`config.mk`:
```
export PLATFORM = sky130hd
export DESIGN_NAME = hamming_scrubber
export DESIGN_NICKNAME = d
export VERILOG_FILES = /design/src/rtl/hamming_scrubber.sv
export SDC_FILE = /design/constraint.sdc
export NUM_CORES = 1
export LEC_CHECK = 0
export ABC_AREA = 1
export CORE_ASPECT_RATIO = 1.1
export CORE_UTILIZATION = 47
export CTS_CLUSTER_DIAMETER = 60
export DETAILED_ROUTE_END_ITERATION = 7
export GPL_TIMING_DRIVEN = 0
export HOLD_SLACK_MARGIN = 0.15
export MAX_ROUTING_LAYER = met4
export PLACE_DENSITY = 0.8
export SETUP_SLACK_MARGIN = 0.02
export SLEW_MARGIN = 20
export SYNTH_ARGS = -nofsm -noshare
export SYNTH_HDL_FRONTEND = slang
export SYNTH_SLANG_ARGS = --single-unit
export TNS_END_PERCENT = 50
```
`constraint.sdc`:
```
create_clock -name clk -period 1.9 [get_ports clk]
set_clock_uncertainty 0.1 [all_clocks]
set_input_delay 0.19 -clock clk [delete_from_list [all_inputs] [get_ports clk]]
set_output_delay 0.19 -clock clk [all_outputs]
set_load 0.1 [all_outputs]
```
`src/rtl/hamming_scrubber.sv`:
```
// Scrub engine for a Hamming (7,4) word store: walks every address, writes back
// single-bit corrections, and shares the memory port with a higher-priority host reader.
module hamming_scrubber #(
  parameter int ADDR_W = 4,
  parameter int CNT_W  = 8
) (
  input  logic              clk,
  input  logic              rst,
  input  logic              start,
  output logic              busy,
  output logic              done,
  output logic [CNT_W-1:0]  corr_count,
  output logic [ADDR_W-1:0] last_err_addr,
  input  logic              host_req,
  input  logic [ADDR_W-1:0] host_addr,
  output logic              host_ready,
  output logic              host_rvalid,
  output logic [3:0]        host_rdata,
  output logic              host_err,
  output logic [ADDR_W-1:0] mem_addr,
  output logic              mem_rd_en,
  input  logic [6:0]        mem_rd_data,
  output logic              mem_wr_en,
  output logic [6:0]        mem_wr_data
);

  // state | meaning: IDLE wait start | READ issue scrub read | CHECK syndrome | WRITE write back
  typedef enum logic [1:0] {IDLE, READ, CHECK, WRITE} state_t;

  state_t            state_q;
  logic [ADDR_W-1:0] addr_q;
  logic [ADDR_W-1:0] last_err_q;
  logic [CNT_W-1:0]  cnt_q;
  logic [6:0]        fix_q;
  logic              rvalid_q;

  function automatic logic [2:0] syndrome(input logic [6:0] cw);
    return {cw[3] ^ cw[4] ^ cw[5] ^ cw[6],
            cw[1] ^ cw[2] ^ cw[5] ^ cw[6],
            cw[0] ^ cw[2] ^ cw[4] ^ cw[6]};
  endfunction

  function automatic logic [6:0] correct(input logic [6:0] cw);
    logic [2:0] s;
    logic [6:0] flip;
    s = syndrome(cw);
    flip = '0;
    for (int i = 0; i < 7; i++) flip[i] = (s == 3'(i + 1));
    return cw ^ flip;
  endfunction

  logic [2:0] syn_rd;
  logic [6:0] fix_rd;
  logic       last_addr;
  logic       host_acc;

  assign syn_rd    = syndrome(mem_rd_data);
  assign fix_rd    = correct(mem_rd_data);
  assign last_addr = (addr_q == '1);
  assign host_acc  = host_req && (state_q == IDLE || state_q == READ);

  assign host_ready    = host_acc;
  assign mem_rd_en     = host_acc || (state_q == READ && !host_req);
  assign mem_addr      = host_acc ? host_addr : addr_q;
  // Write strobe is masked by reset so an abort in WRITE never commits the word.
  assign mem_wr_en     = (state_q == WRITE) && !rst;
  assign mem_wr_data   = fix_q;
  assign busy          = (state_q != IDLE);
  assign done          = !rst && last_addr &&
                         ((state_q == CHECK && syn_rd == 3'd0) || state_q == WRITE);
  assign host_rvalid   = rvalid_q;
  assign host_rdata    = rvalid_q ? {fix_rd[6], fix_rd[5], fix_rd[4], fix_rd[2]} : 4'd0;
  assign host_err      = rvalid_q && (syn_rd != 3'd0);
  assign corr_count    = cnt_q;
  assign last_err_addr = last_err_q;

  always_ff @(posedge clk) begin
    if (rst) begin
      state_q    <= IDLE;
      addr_q     <= '0;
      last_err_q <= '0;
      cnt_q      <= '0;
      fix_q      <= '0;
      rvalid_q   <= 1'b0;
    end else begin
      rvalid_q <= host_acc;
      case (state_q)
        IDLE: begin
          if (start) begin
            cnt_q   <= '0;
            addr_q  <= '0;
            state_q <= READ;
          end
        end
        READ: begin
          if (!host_req) state_q <= CHECK;
        end
        CHECK: begin
          if (syn_rd != 3'd0) begin
            fix_q   <= fix_rd;
            state_q <= WRITE;
          end else if (last_addr) begin
            state_q <= IDLE;
          end else begin
            addr_q  <= addr_q + 1'b1;
            state_q <= READ;
          end
        end
        WRITE: begin
          if (cnt_q != '1) cnt_q <= cnt_q + 1'b1;
          last_err_q <= addr_q;
          if (last_addr) begin
            state_q <= IDLE;
          end else begin
            addr_q  <= addr_q + 1'b1;
            state_q <= READ;
          end
        end
        default: state_q <= IDLE;
      endcase
    end
  end

endmodule

```
[Word-level counts from Yosys, hierarchy flattened]
Cells that the tools add are included.
Storage, ports and cells
  flip-flop bits (word level): 26
  input bits: 15
  logic and storage cells: 70
  output and inout port bits: 34
Cells by class
  $add $sub $neg: 2
  reduce and logical (&&, ||, !) cells: 22
  muxes and demuxes: 14
  equality and inequality tests: 16
  bitwise logic cells: 10
Operator list (number)
  $mux W4: 5
  $mux W8: 2
  $pmux W8 S2: 1
  $eq A3 B3 Y1 const B: 4
  $pmux W4 S3: 1
  $xor A1 B1 Y1: 9
  $add A8 B1 Y8 const B: 1
  $ne A8 B8 Y1 const B: 1
  $pmux W2 S4: 1
  $logic_and A1 B1 Y1: 7
  $xor A7 B7 Y7: 1
  $eq A3 B2 Y1 const B: 2
  $mux W2: 3
  $ne A2 B2 Y1 const B: 3
  $reduce_and A3 Y1: 2
  $reduce_bool A3 Y1: 2
  $add A4 B1 Y4 const B: 1
  $eq A2 B2 Y1 const B: 2
  $eq A4 B4 Y1 const B: 1
  $reduce_and A2 Y1: 2
  $reduce_bool A2 Y1: 2
  $eq A3 B1 Y1 const B: 1
  $logic_not A3 Y1: 1
  $logic_or A1 B1 Y1: 3
  other kinds (5): 6

[Logic depth before layout (Yosys ltp)]
Gate-level depths: netlist of run 1.
  depth after elaboration: 7
  mapped depth: 12
  depth with buffers taken out: 12

[Worst setup path before layout of run 1]
No wires, ideal clock.
  path type: reg-to-output
  start: register state_q[1]
  end: output port mem_addr[0]
  cell stages (with the launch flop): 5
  data required time: 1610 ps
  slack: -2152 ps
  data arrival time: 3762 ps
  path buffers: 0
  cells stage by stage: dfxtp_1 > inv_1 > nand2_1 > clkinv_1 > o21ai_0
Between the ends
  cells in the longest elaborated chain, start to end: 4
  elaborated cells between the ends (all ways): 5
  those cells by class: 1 x eq/ne; 1 x mux; 3 x reduce/logical
RTL lines
  start: declaration: RTL line 30  | state_t state_q;
  start signal: assignment: RTL line 79  | state_q <= IDLE;
  start signal: assignment: RTL line 92  | state_q <= READ;
  start signal: assignment: RTL line 96  | if (!host_req) state_q <= CHECK;
  $eq A2 B1 Y1 / $logic_not A2 Y1 (equally long branches): RTL line 60  | assign host_acc = host_req && (state_q == IDLE || state_q == READ);
  $logic_or A1 B1 Y1 *: RTL line 60
  $logic_and A1 B1 Y1 *: RTL line 60
  via host_ready: RTL line 16  | output logic host_ready,
  $mux W4 *: RTL line 64  | assign mem_addr = host_acc ? host_addr : addr_q;
  end: declaration: RTL line 20  | output logic [ADDR_W-1:0] mem_addr,
Mark *: on every way through the listed nets, which the timed path passes. The rest lies on a longest branch.

[Final worst setup path of run 1]
  start: register last_err_q[0] (netlist: last_err_addr[0])
  end: output port last_err_addr[0]
RTL lines
  start: declaration: RTL line 32  | logic [ADDR_W-1:0] last_err_q;
  start signal: assignment: RTL line 111  | last_err_q <= addr_q;
  end: declaration: RTL line 13  | output logic [ADDR_W-1:0] last_err_addr,
No word-level cell between the ends.

==> results_dict.tcl, run 1 <==
set metrics [dict create \
    hpwl_um 3140 \
    stdcell_count 376 \
    fillers 282 \
    routedWlPerCell_um 11.3 \
    syn_area_um2 1660 \
    synth_nets 288 \
    hold_path_end "mem_wr_data[3]" \
    dp.cells 366 \
    worst_pin_slew_ns 0.973 \
    min_period_ns 1.84 \
    drt_iter0_markers 97 \
    drv_cap 0 \
    synth_area_per_cell_um2 6.13 \
    clock_path_buffers 2 \
    htree_levels 1 \
    antennaDiodeCount 0 \
    vias 1850 \
    min_path_cells 5 \
    ir_drop_v 0.000495 \
    root_buffer "clkbuf_4" \
    die_w_um 58.7 \
    grt-ovfl-total 0 \
    drc 0 \
    io_pins 49 \
    track_usage_pct 24.1 \
    critPathSlowestCell "dlygate4sd2_1" \
    ys_ff_latch 26 \
    fmax_ghz 0.542 \
    min_from "mem_rd_data[3]" \
    crit_required_ns 1.61 \
    final_nets 346 \
    hold_viol 0 \
    p_leak_uw 0.00116 \
    final_util_pct 75.5 \
    final-max-slew-violation-count 0 \
    ant_nets 0 \
    core_area_um2 3360 \
    ys_warn_count 0 \
    syn2layout_area_growth_pct 52.6 \
    grt_max_degree 16 \
    synthCells 271 \
    rows 22 \
    r2r_cells 9 \
    power.density_nw_per_um2 871 \
    die_y_um 64.4 \
    rr_endpoint "corr_count[5]" \
    end_kind "output pin" \
    wl_um 4250 \
    worst-path-buf-inv 1 \
    outcome "complete, no violations" \
    cp.arrival_ns 1.55 \
    dr.pass1.iters 4 \
    die_area_um2 3780 \
    startpoint_type "flop" \
    ys_seq_area_share_pct 31.3 \
    ff2ff_setup_slack_ns 0.23 \
    holdWs_ns 0.145 \
    rsz0062_at_grt "false" \
    setup-violations-final 0 \
    numPortBuffers 47 \
    cp_max_fo 2 \
    first_global_vias 1674 \
    critPathKind "reg -> out" \
    clk_pin_slew_ns 0.15 \
    path_cells "dlygate4sd2_1" \
    clk_latency_ns 0.34 \
    power_uw 2210 \
    cts_buffers 3 \
    gp_congestion 0.915 \
    hold_class "in -> reg" \
    max_stage_delay_ns 0.86 \
    fin_crit_sh_pct 97.0 \
    synth.distinct_cells 26 \
    antenna_found_initial 0 \
    worstReg2RegStart "state_q[1]" \
    viasPerCell 4.92 \
    grt_pass1_wl_um 6860 \
    cts_tree "built" \
    initial_core_util_pct 49.5 \
    path_delay_family "buffers and inverters" \
    drive_gt1_share_pct 29.3 \
    slew-limit-headroom_pct 35.4 \
    clock_sinks 26 \
]
## metrics by stage
step	setup slack (ns)	area, um^2	TNS, ns
after CTS	0.0152	2480	0
final	0.0561	2540	0
after floorplan	-0.0895	1850	-0.306
after detailed placement	-1.47	2380	-16.09
after global placement	-1.46	2380	-15.83
after global routing	0.00439	2540	0
## cell usage in the layout (no fill, tap or decap), types with 4 or more instances in the layout
master,synthesis,final
clkdlybuf4s50_1,0,6
dfxtp_1,26,16
nand4_1,5,5
buf_6,2,5
a21oi_1,18,15
nand2_2,3,6
buf_12,0,6
o21ai_0,12,8
nand3_1,20,18
nand2_4,3,6
nor2_4,0,4
inv_1,31,25
clkdlybuf4s15_1,0,10
buf_4,1,9
clkbuf_2,0,6
clkbuf_4,0,6
nand2_1,83,77
clkdlybuf4s15_2,0,4
dfxtp_2,0,7
nor2_1,40,34
## layout make-up
type                       instances  area [um^2]  share of cell area [%]
multi-input combinational        203         1140                    44.9
tap                               48         60.1                    2.37
buffer                             4         37.5                    1.48
sequential                        26          541                    21.3
clock buffer                       4         47.5                    1.87
inverter                          37          183                    7.20
timing repair buffer              54          529                    20.9
## registers in the layout, indices dropped and copies added, names as in the netlist
signal         flops
addr_q             4
corr_count         8
last_err_addr      4
state_q            2
host_rvalid        1
mem_wr_data        7
## cells in the mapped netlist
library cell / count / area share, %
nand2_2: 3 / 1.1
nor3_1: 3 / 0.90
xor2_1: 4 / 2.1
nor2_2: 1 / 0.38
ha_1: 2 / 1.5
buf_4: 1 / 0.45
nor2_1: 40 / 9.0
o22ai_1: 1 / 0.38
nand2_4: 3 / 2.0
xnor2_4: 1 / 1.7
o21ai_0: 12 / 3.6
nand3_1: 20 / 6.0
a21oi_1: 18 / 5.4
inv_1: 31 / 7.0
clkbuf_1: 2 / 0.45
nand3_2: 1 / 0.60
buf_6: 2 / 1.4
o211ai_1: 1 / 0.45
clkinv_1: 3 / 0.68
inv_2: 3 / 0.68
nand2_1: 83 / 19
nand4_1: 5 / 1.9
dfxtp_1: 26 / 31
and2_1: 1 / 0.38
xnor2_1: 2 / 1.1
or2_2: 2 / 0.75
## per-layer routing
layer | track usage (%) | share of wire, % | vias to the layer above | routed length [um]
met1 | 27.4 | 43 | 831 | 1830
li1 | - | - | 970 | -
met2 | 40.1 | 52 | 41 | 2200
met3 | 2.83 | 2.6 | 8 | 110
met4 | 14.3 | 2.6 | 0 | 109
met5 | - | 0 | - | 0
## cell families (layout without fill, tap and decap cells)
group / Yosys count / in the layout / share of synthesized area, %
buffers and inverters: 42 / 99 / 10.6
DFF: 26 / 26 / 31.3
and+or+nand+nor: 162 / 162 / 41.9
AOI/OAI and AO/OA: 32 / 32 / 9.87
adders and majority gates: 2 / 2 / 1.51
xor gates and xnor gates: 7 / 7 / 4.82
## worst max path at each step
stage          slack (ns)          endpoint        startpoint  depth (start not counted)
2_1_floorplan       -0.09     corr_count[5]        state_q[0]                          9
3_3_place_gp        -1.46              done    mem_rd_data[6]                         12
3_5_place_dp        -1.47              done    mem_rd_data[6]                         12
4_1_cts              0.02              done         addr_q[1]                          4
5_1_grt             0.004              done    mem_rd_data[6]                         11
6_report             0.06  last_err_addr[0]  last_err_addr[0]                          1
## tightest hold or removal path: stages
cell and delay [ns]:
clkbuf_2 0.11, inv_1 0.05, o21ai_0 0.06, a21oi_1 0.07
nor2_1 0.07
## where the power goes
part | switching, uW | internal (uW)
Combinational | 871 | 330
Sequential | 59.7 | 610
Clock | 177 | 161
Total | 1110 | 1100
## timing repair
| item | 4_1_cts | 5_1_grt |
|---|---|---|
| pin swaps | 4 | 3 |
| buffers inserted | 0 | 5 |
| hold endpoints to repair | 1 | 1 |
| hold buffers | 1 | 1 |
| gates resized for setup | 155 | 42 |
| endpoints found under the setup margin | 35 | 40 |
Power figures use the tool's default switching activity.
==> run 2, diff against run 1 <==
PLACE_DENSITY = 0.89   (was 0.8)
==> run 2 against run 1 <==
  * Non-clock buffer count grew 4
  * Clock power is 4% lower
  * Worst hold slack hardly changed
  * Sequential power is essentially flat
  * Via count rose by 3.4%
  * Core utilization is 1.1 points higher
  * Critical path type unchanged
==> results_dict.tcl, run 2 (synthesis results as in run 1) <==
set metrics [dict create \
    path_delay_family "buffers and inverters" \
    numPortBuffers 47 \
    outcome "complete, no violations" \
    die_area_um2 3780 \
    dr.pass1.iters 4 \
    worst_pin_slew_ns 0.954 \
    critPathKind "reg -> out" \
    worst-path-buf-inv 1 \
    end_kind "output pin" \
    min_period_ns 1.82 \
    drive_gt1_share_pct 30.7 \
    io_pins 49 \
    cts_buffers 3 \
    rows 22 \
    drc 0 \
    crit_required_ns 1.61 \
    power_uw 2230 \
    slew-limit-headroom_pct 36.6 \
    clk_latency_ns 0.32 \
    min_from "mem_rd_data[3]" \
    die_w_um 58.7 \
    rr_endpoint "corr_count[5]" \
    fin_crit_sh_pct 95.9 \
    grt_max_degree 16 \
    p_leak_uw 0.00118 \
    grt_pass1_wl_um 6860 \
    startpoint_type "flop" \
    cp_max_fo 2 \
    cts_tree "built" \
    ir_drop_v 0.000486 \
    fillers 258 \
    core_area_um2 3360 \
    antennaDiodeCount 0 \
    rsz0062_at_grt "true" \
    wl_um 4330 \
    seq_area_um2 541 \
    viasPerCell 5.03 \
    first_global_vias 1703 \
    root_buffer "clkbuf_4" \
    r2r_cells 9 \
    max_stage_delay_ns 0.85 \
    hold_viol 0 \
    drt_iter0_markers 115 \
    hpwl_um 3080 \
    drv_cap 0 \
    ant_nets 0 \
    clock_sinks 26 \
    fin_tns_setup_ns 0 \
    clk_pin_slew_ns 0.14 \
    final_nets 350 \
    multi_input_area_um2 1160 \
    final_cell_mix "nand2_1, nor2_1, inv_1, nand3_1, dfxtp_1" \
    power.density_nw_per_um2 865 \
    critPathSlowestCell "dlygate4sd2_1" \
    final-max-slew-violation-count 0 \
    cp.arrival_ns 1.53 \
    clock_path_buffers 2 \
    min_path_cells 4 \
    vias 1912 \
    setup-violations-final 0 \
    htree_levels 1 \
    hold_class "in -> reg" \
    final_util_pct 76.6 \
    antenna_found_initial 0 \
    grt-ovfl-total 0 \
    routedWlPerCell_um 11.4 \
    syn2layout_area_growth_pct 54.9 \
    hold_path_end "mem_wr_data[3]" \
    path_cells "dlygate4sd2_1" \
    final_common_cell "nand2_1" \
    worstReg2RegStart "state_q[0]" \
    initial_core_util_pct 49.5 \
    gp_congestion 0.913 \
    ff2ff_setup_slack_ns 0.17 \
    track_usage_pct 23.9 \
    fmax_ghz 0.549 \
    die_y_um 64.4 \
    largest_register_ffs 8 \
]
## run 2: changes by cell type in the layout (fill, tap and decap cells not counted), moves of 2 or more
cell      before  now
nand2_4        6    8
buf_2          3    5
nand2_1       77   73
buf_4          9   11
nand2_2        6    8
clkbuf_4       6    4
## run 2: repair_timing
item / CTS / global route
gates resized for setup: 151 / 48
hold endpoints to repair: 4 / 1
setup buffers: 0 / 8
setup endpoints to repair: 37 / 36
pin swaps: 6 / 5
hold buffers: 1 / 1
## run 2: cell type report
| type | count | share of cell area (%) |
|---|---|---|
| plain buffers | 5 | 1.60 |
| inverters | 37 | 6.95 |
| well taps | 48 | 2.33 |
| repair buffers | 57 | 21.1 |
| flip-flops and latches | 26 | 21.0 |
| multi-input cells | 203 | 45.1 |
| clock buffers | 4 | 1.85 |
## run 2: where the power goes
part	leakage, uW	internal, uW	switching [uW]
logic	0.000942	345	890
clock network	0.0000261	161	163
registers	0.000217	610	56.9
total	0.00118	1120	1110
## run 2: per-stage QoR
| step | hold WS [ns] | setup slack [ns] | std cells | area (um^2) |
|---|---|---|---|---|
| 4_1_cts | 0.241 | 0.0214 | 371 | 2470 |
| 3_5_place_dp | 0.370 | -1.48 | 366 | 2380 |
| 3_3_place_gp | 0.365 | -1.45 | 366 | 2380 |
| 2_1_floorplan | 0.296 | -0.0895 | 271 | 1850 |
| 6_report | 0.144 | 0.0778 | 380 | 2570 |
| 5_1_grt | 0.167 | -0.0222 | 380 | 2570 |
## run 2: metal layers
metal	global-route usage [%]	wire, um	vias to the layer above	share of wire [%]
met3	4.25	203	6	4.7
li1	-	-	981	-
met1	26.7	1800	849	41
met5	-	0	-	0
met4	10.1	42	0	0.97
met2	41.4	2290	76	53
## run 2: how the worst max path moves through the flow
stage | end | slack [ns] | start | depth (start not counted)
3_3_place_gp | done | -1.45 | mem_rd_data[6] | 12
5_1_grt | last_err_addr[3] | -0.02 | rst | 6
4_1_cts | done | 0.02 | mem_rd_data[1] | 9
3_5_place_dp | done | -1.48 | mem_rd_data[6] | 12
6_report | mem_wr_data[5] | 0.08 | mem_wr_data[5] | 1
2_1_floorplan | corr_count[5] | -0.09 | state_q[0] | 9
==> variant 1 (config.mk and constraints of run 2) <==
Re-encode `state_t` (4 states) as one-hot, 4 bits wide.
--- a/src/rtl/hamming_scrubber.sv
+++ b/src/rtl/hamming_scrubber.sv
@@ -26,5 +26,5 @@
 
   // state | meaning: IDLE wait start | READ issue scrub read | CHECK syndrome | WRITE write back
-  typedef enum logic [1:0] {IDLE, READ, CHECK, WRITE} state_t;
+  typedef enum logic [3:0] {IDLE = 4'b0001, READ = 4'b0010, CHECK = 4'b0100, WRITE = 4'b1000} state_t;
 
   state_t            state_q;
Formal check against the unedited RTL: same outputs for any inputs over 10 cycles, from zero or initial values and one cycle with rst high; not proved beyond that.
==> variant 1 against run 2 <==
  * The run now ends with setup timing left
  * Clock power decreased by 23%
  * Sequential share of layout area down 1.1 points
  * Highest routed layer unchanged
  * Sequential cell count increased by 2
  * Cell area increased by 13%
  * Global-route usage increased by 7.2 points
  * Routed wire length up 46%
  * Critical path depth up 8
  * Power rose by 3.2%
  * Utilization is 8.0 points higher
  * Via count increased by 15%
  * Area after synthesis is 4.7% higher
  * Sequential power decreased by 2%
  * Worst hold slack lost 0.0057 ns
  * Setup slack worse by 0.21 ns
  * Largest power group unchanged
==> variant 1: results (changes against run 2) <==
status:
  status: "complete, but fails checks"
  violations: "setup timing"
finish:
  n_fill_cell: 192  # -26%
  drive_gt1_frac: 0.3989  # +0.09166
  nets: 380  # +8.6%
synth:
  synth-xor-area-share: 0.04460  # -0.003588
  synth_fa_ha_area_frac: 0.01439  # -0.0006718
  synth-seq-area-share: 0.3223  # +0.009049
  synth_ff_type: "dfxtp_1"
  syn_nets: 298  # +3.5%
  synth_top_area_share: 0.3223  # +0.009049
  ys_top_cells_by_count: "nand2_1, nor2_1, inv_1"
  synth_compound_area_frac: 0.1122  # +0.01359
  ys_top_cells_by_area: "dfxtp_1, nand2_1, nor2_1"
cts:
  cts_htree_levels: 1  # unchanged
  cts_buffer_depth: 2  # unchanged
  clk_pin_slew_ns: 0.14  # about the same
  insertion_delay_ns: 0.33
timing:
  final-setup-viol-count: 15  # +15
  fin_ws_ns: -0.1335  # -0.2112 ns
  hold_slack_ns: 0.1384  # -0.005713 ns
  worst_slew_pin_slew_ns: 0.9840  # +0.02982 ns
route:
  drt_iter0_drc: 154  # +34%
  vias: 2206  # +15%
  wirelength_um: 6329  # +46%
  dr.pass1.iters: 4  # unchanged
global_routing:
  grt_start_max_net_pins: 15  # -1
  grt_pass1_wl_um: 9039  # +32%
  grt_pass1_vias: 2090  # +23%
  grt_usage: 0.3115  # +0.07214
setup_path:
  worst-r2r-cell-count: 14  # +5
  timing.rr.start: "state_q[3]"
  worstPathArrival_ns: 1.74  # +0.21 ns
  rr_endpoint: "addr_q[1]"
  crit_path_start_kind: "flip-flop"
  cp_max_fo: 4  # +2
power_and_ir_drop:
  power_leakage_nw: 1.318  # +11%
  ir_drop_mv: 0.6415  # +32%
placed_design:
  place_area_mm2: 0.002420  # +1.8%
  dp_worst_setup_slack_ns: -1.335  # +0.1484 ns
  place_hpwl_um: 3463  # +12%
  gp_congestion: 0.8795  # -3.7%
min_path:
  min_from: "mem_rd_data[3]"
variant 1: worst max-delay path, stage by stage (launching register included):
cell and delay (ns):
dfxtp_2 0.37, inv_2 0.05, nor2_1 0.15, nand2_2 0.08
buf_6 0.14, buf_4 0.14, nand2_1 0.09, nand2_2 0.08
nor2_4 0.12, buf_12 0.18
variant 1: worst max path at each step:
stage and endpoint:
3_3_place_gp host_rdata[3], 2_1_floorplan done, 3_5_place_dp host_rdata[2], 4_1_cts done, 5_1_grt done, 6_report done
variant 1: cells by family after synthesis:
| logic type | Yosys count |
|---|---|
| buffers and inverters | 47 |
| AO/OA/AOI/OAI | 37 |
| flip-flops | 28 |
| adder cells (fa/ha/maj) | 2 |
| AND/OR/NAND/NOR | 159 |
| XOR/XNOR | 8 |
variant 1: what timing repair did:
| item | in CTS | in global routing |
|---|---|---|
| hold buffers | 2 | 1 |
| pin swaps | 18 | 16 |
| hold endpoints to repair | 1 | 1 |
| buffers inserted | 19 | 8 |
| gates resized for setup | 181 | 65 |
| cloned | 1 | 0 |
| endpoints found under the setup margin | 34 | 42 |
variant 1: per-stage QoR:
| stage | TNS, ns | instances | util | total power [mW] |
|---|---|---|---|---|
| after CTS | -0.1388 | 401 | 0.8116 | 2.143 |
| after global routing | -2.029 | 409 | 0.8465 | 2.385 |
| after global placement | -12.78 | 376 | 0.7033 | 1.678 |
| final | -1.252 | 409 | 0.8465 | 2.296 |
| after floorplan | -0.5899 | 281 | - | 1.469 |
| after detailed placement | -13.69 | 376 | 0.7033 | 1.696 |
variant 1: where the power goes:
group	total, mW	internal [mW]	switching, mW
sequential	0.656	0.621	0.0353
combinational	1.39	0.450	0.942
clock	0.248	0.0746	0.174
total	2.30	1.15	1.15
variant 1: cell type report:
type,count,area share
plain buffers,5,0.01460
clock buffers,3,0.007732
inverters,41,0.05627
multi-input cells,207,0.4459
flip-flops and latches,28,0.1989
well taps,48,0.02062
repair buffers,77,0.2560
variant 1: layer usage:
metal / global-route usage / wire length (um)
met1: 0.3438 / 2401
met2: 0.5542 / 3406
met3: 0.02935 / 265
met4: 0.1453 / 255
met5: - / 0
==> variant 2 (settings of run 2) <==
Without the edit above. The parameter `ADDR_W` goes from 4 to 5.
--- a/src/rtl/hamming_scrubber.sv
+++ b/src/rtl/hamming_scrubber.sv
@@ -2,5 +2,5 @@
 // single-bit corrections, and shares the memory port with a higher-priority host reader.
 module hamming_scrubber #(
-  parameter int ADDR_W = 4,
+  parameter int ADDR_W = 5,
   parameter int CNT_W  = 8
 ) (
Ports: changed (resized host_addr, last_err_addr and mem_addr); port bits go from 49 to 52. The function was not compared with the original's and may differ.
==> variant 2 against run 2 <==
  * Count of clock-buffer cells in the layout unchanged
  * Area after synthesis is 4.2% higher
  * Routed wire length rose by 35%
  * Sequential cell count increased by 2
  * Power up 8.6%
  * The flow now finishes with violations (setup timing)
  * Setup slack got worse by 0.21 ns
  * Cell area up 7.3%
==> variant 2: results (changes against run 2) <==
status:
  status: "complete, but fails checks"
  violations: "setup timing"
setup_path:
  cp_slowest_cell: "dfxtp_4"
  cp_max_fo: 3  # +1
  worst-r2r-cell-count: 11  # +2
  cpPeakStageDelay_ns: 0.38  # -0.47 ns
  worstPathArrival_ns: 1.75  # +0.22 ns
route:
  wirelength_um: 5852  # +35%
  drt_iter0_drc: 155  # +35%
  dr_wl_met3_um: 395  # +95%
power_and_ir_drop:
  swShare: 0.5075  # +0.008646
timing:
  finalSetupTns_ns: -0.1747  # -0.1747 ns
  worst_slew_pin_slew_ns: 0.9577  # +0.003572 ns
  final-setup-viol-count: 3  # +3
  fin_ws_ns: -0.1365  # -0.2142 ns
  hold_slack_ns: 0.1501  # +0.005953 ns
cts:
  insertion_delay_ns: 0.34  # +0.02 ns
placed_design:
  gp_congestion: 0.8594  # -5.9%
  dp.cells: 383  # +4.6%
  place_area_mm2: 0.002461  # +3.5%
finish:
  drive_gt1_frac: 0.2958  # -0.01145
min_path:
  hold_depth: 5  # +1
  min_from: "mem_rd_data[1]"
global_routing:
  grt_pass1_vias: 1866  # +9.6%
  grt_pass1_wl_um: 7969  # +16%
  use_met1: 0.2850  # +0.01802
synth:
  synth-xor-area-share: 0.03902  # -0.009175
  synth_compound_area_frac: 0.1149  # +0.01624
  ys_top_cells_by_area: "dfxtp_1, nand2_1, nor2_1"
-- variant 2: cell type report --
cell class	instances	area, um2
multi-input combinational	218	1275
fill	246	651.9
timing repair buffer	67	631.9
sequential	28	581.8
inverter	33	131.4
tap	48	60.06
clock buffer	4	47.55
buffer	5	33.78
-- variant 2: worst reg2reg max path: stages, from the launching register on --
cell	delay [ns]
dfxtp_4	0.37
ha_2	0.18
nand2_1	0.07
nor2_1	0.04
ha_1	0.19
nand2_2	0.10
nand2_1	0.09
nor2_4	0.24
nand2_1	0.12
nand2_1	0.07
nand2_1	0.05
nor2_1	0.10
-- variant 2: worst max path at each step --
stage                               from       endpoint  slack (ns)  cells past startpoint
after CTS                      addr_q[1]           done       -0.11                      7
after global routing           addr_q[1]           done       -0.21                      7
final                          addr_q[1]           done       -0.14                      7
after global placement    mem_rd_data[5]  host_rdata[2]       -1.44                      6
after detailed placement  mem_rd_data[5]  host_rdata[2]       -1.44                      6
after floorplan               state_q[1]  corr_count[1]       -0.35                      4
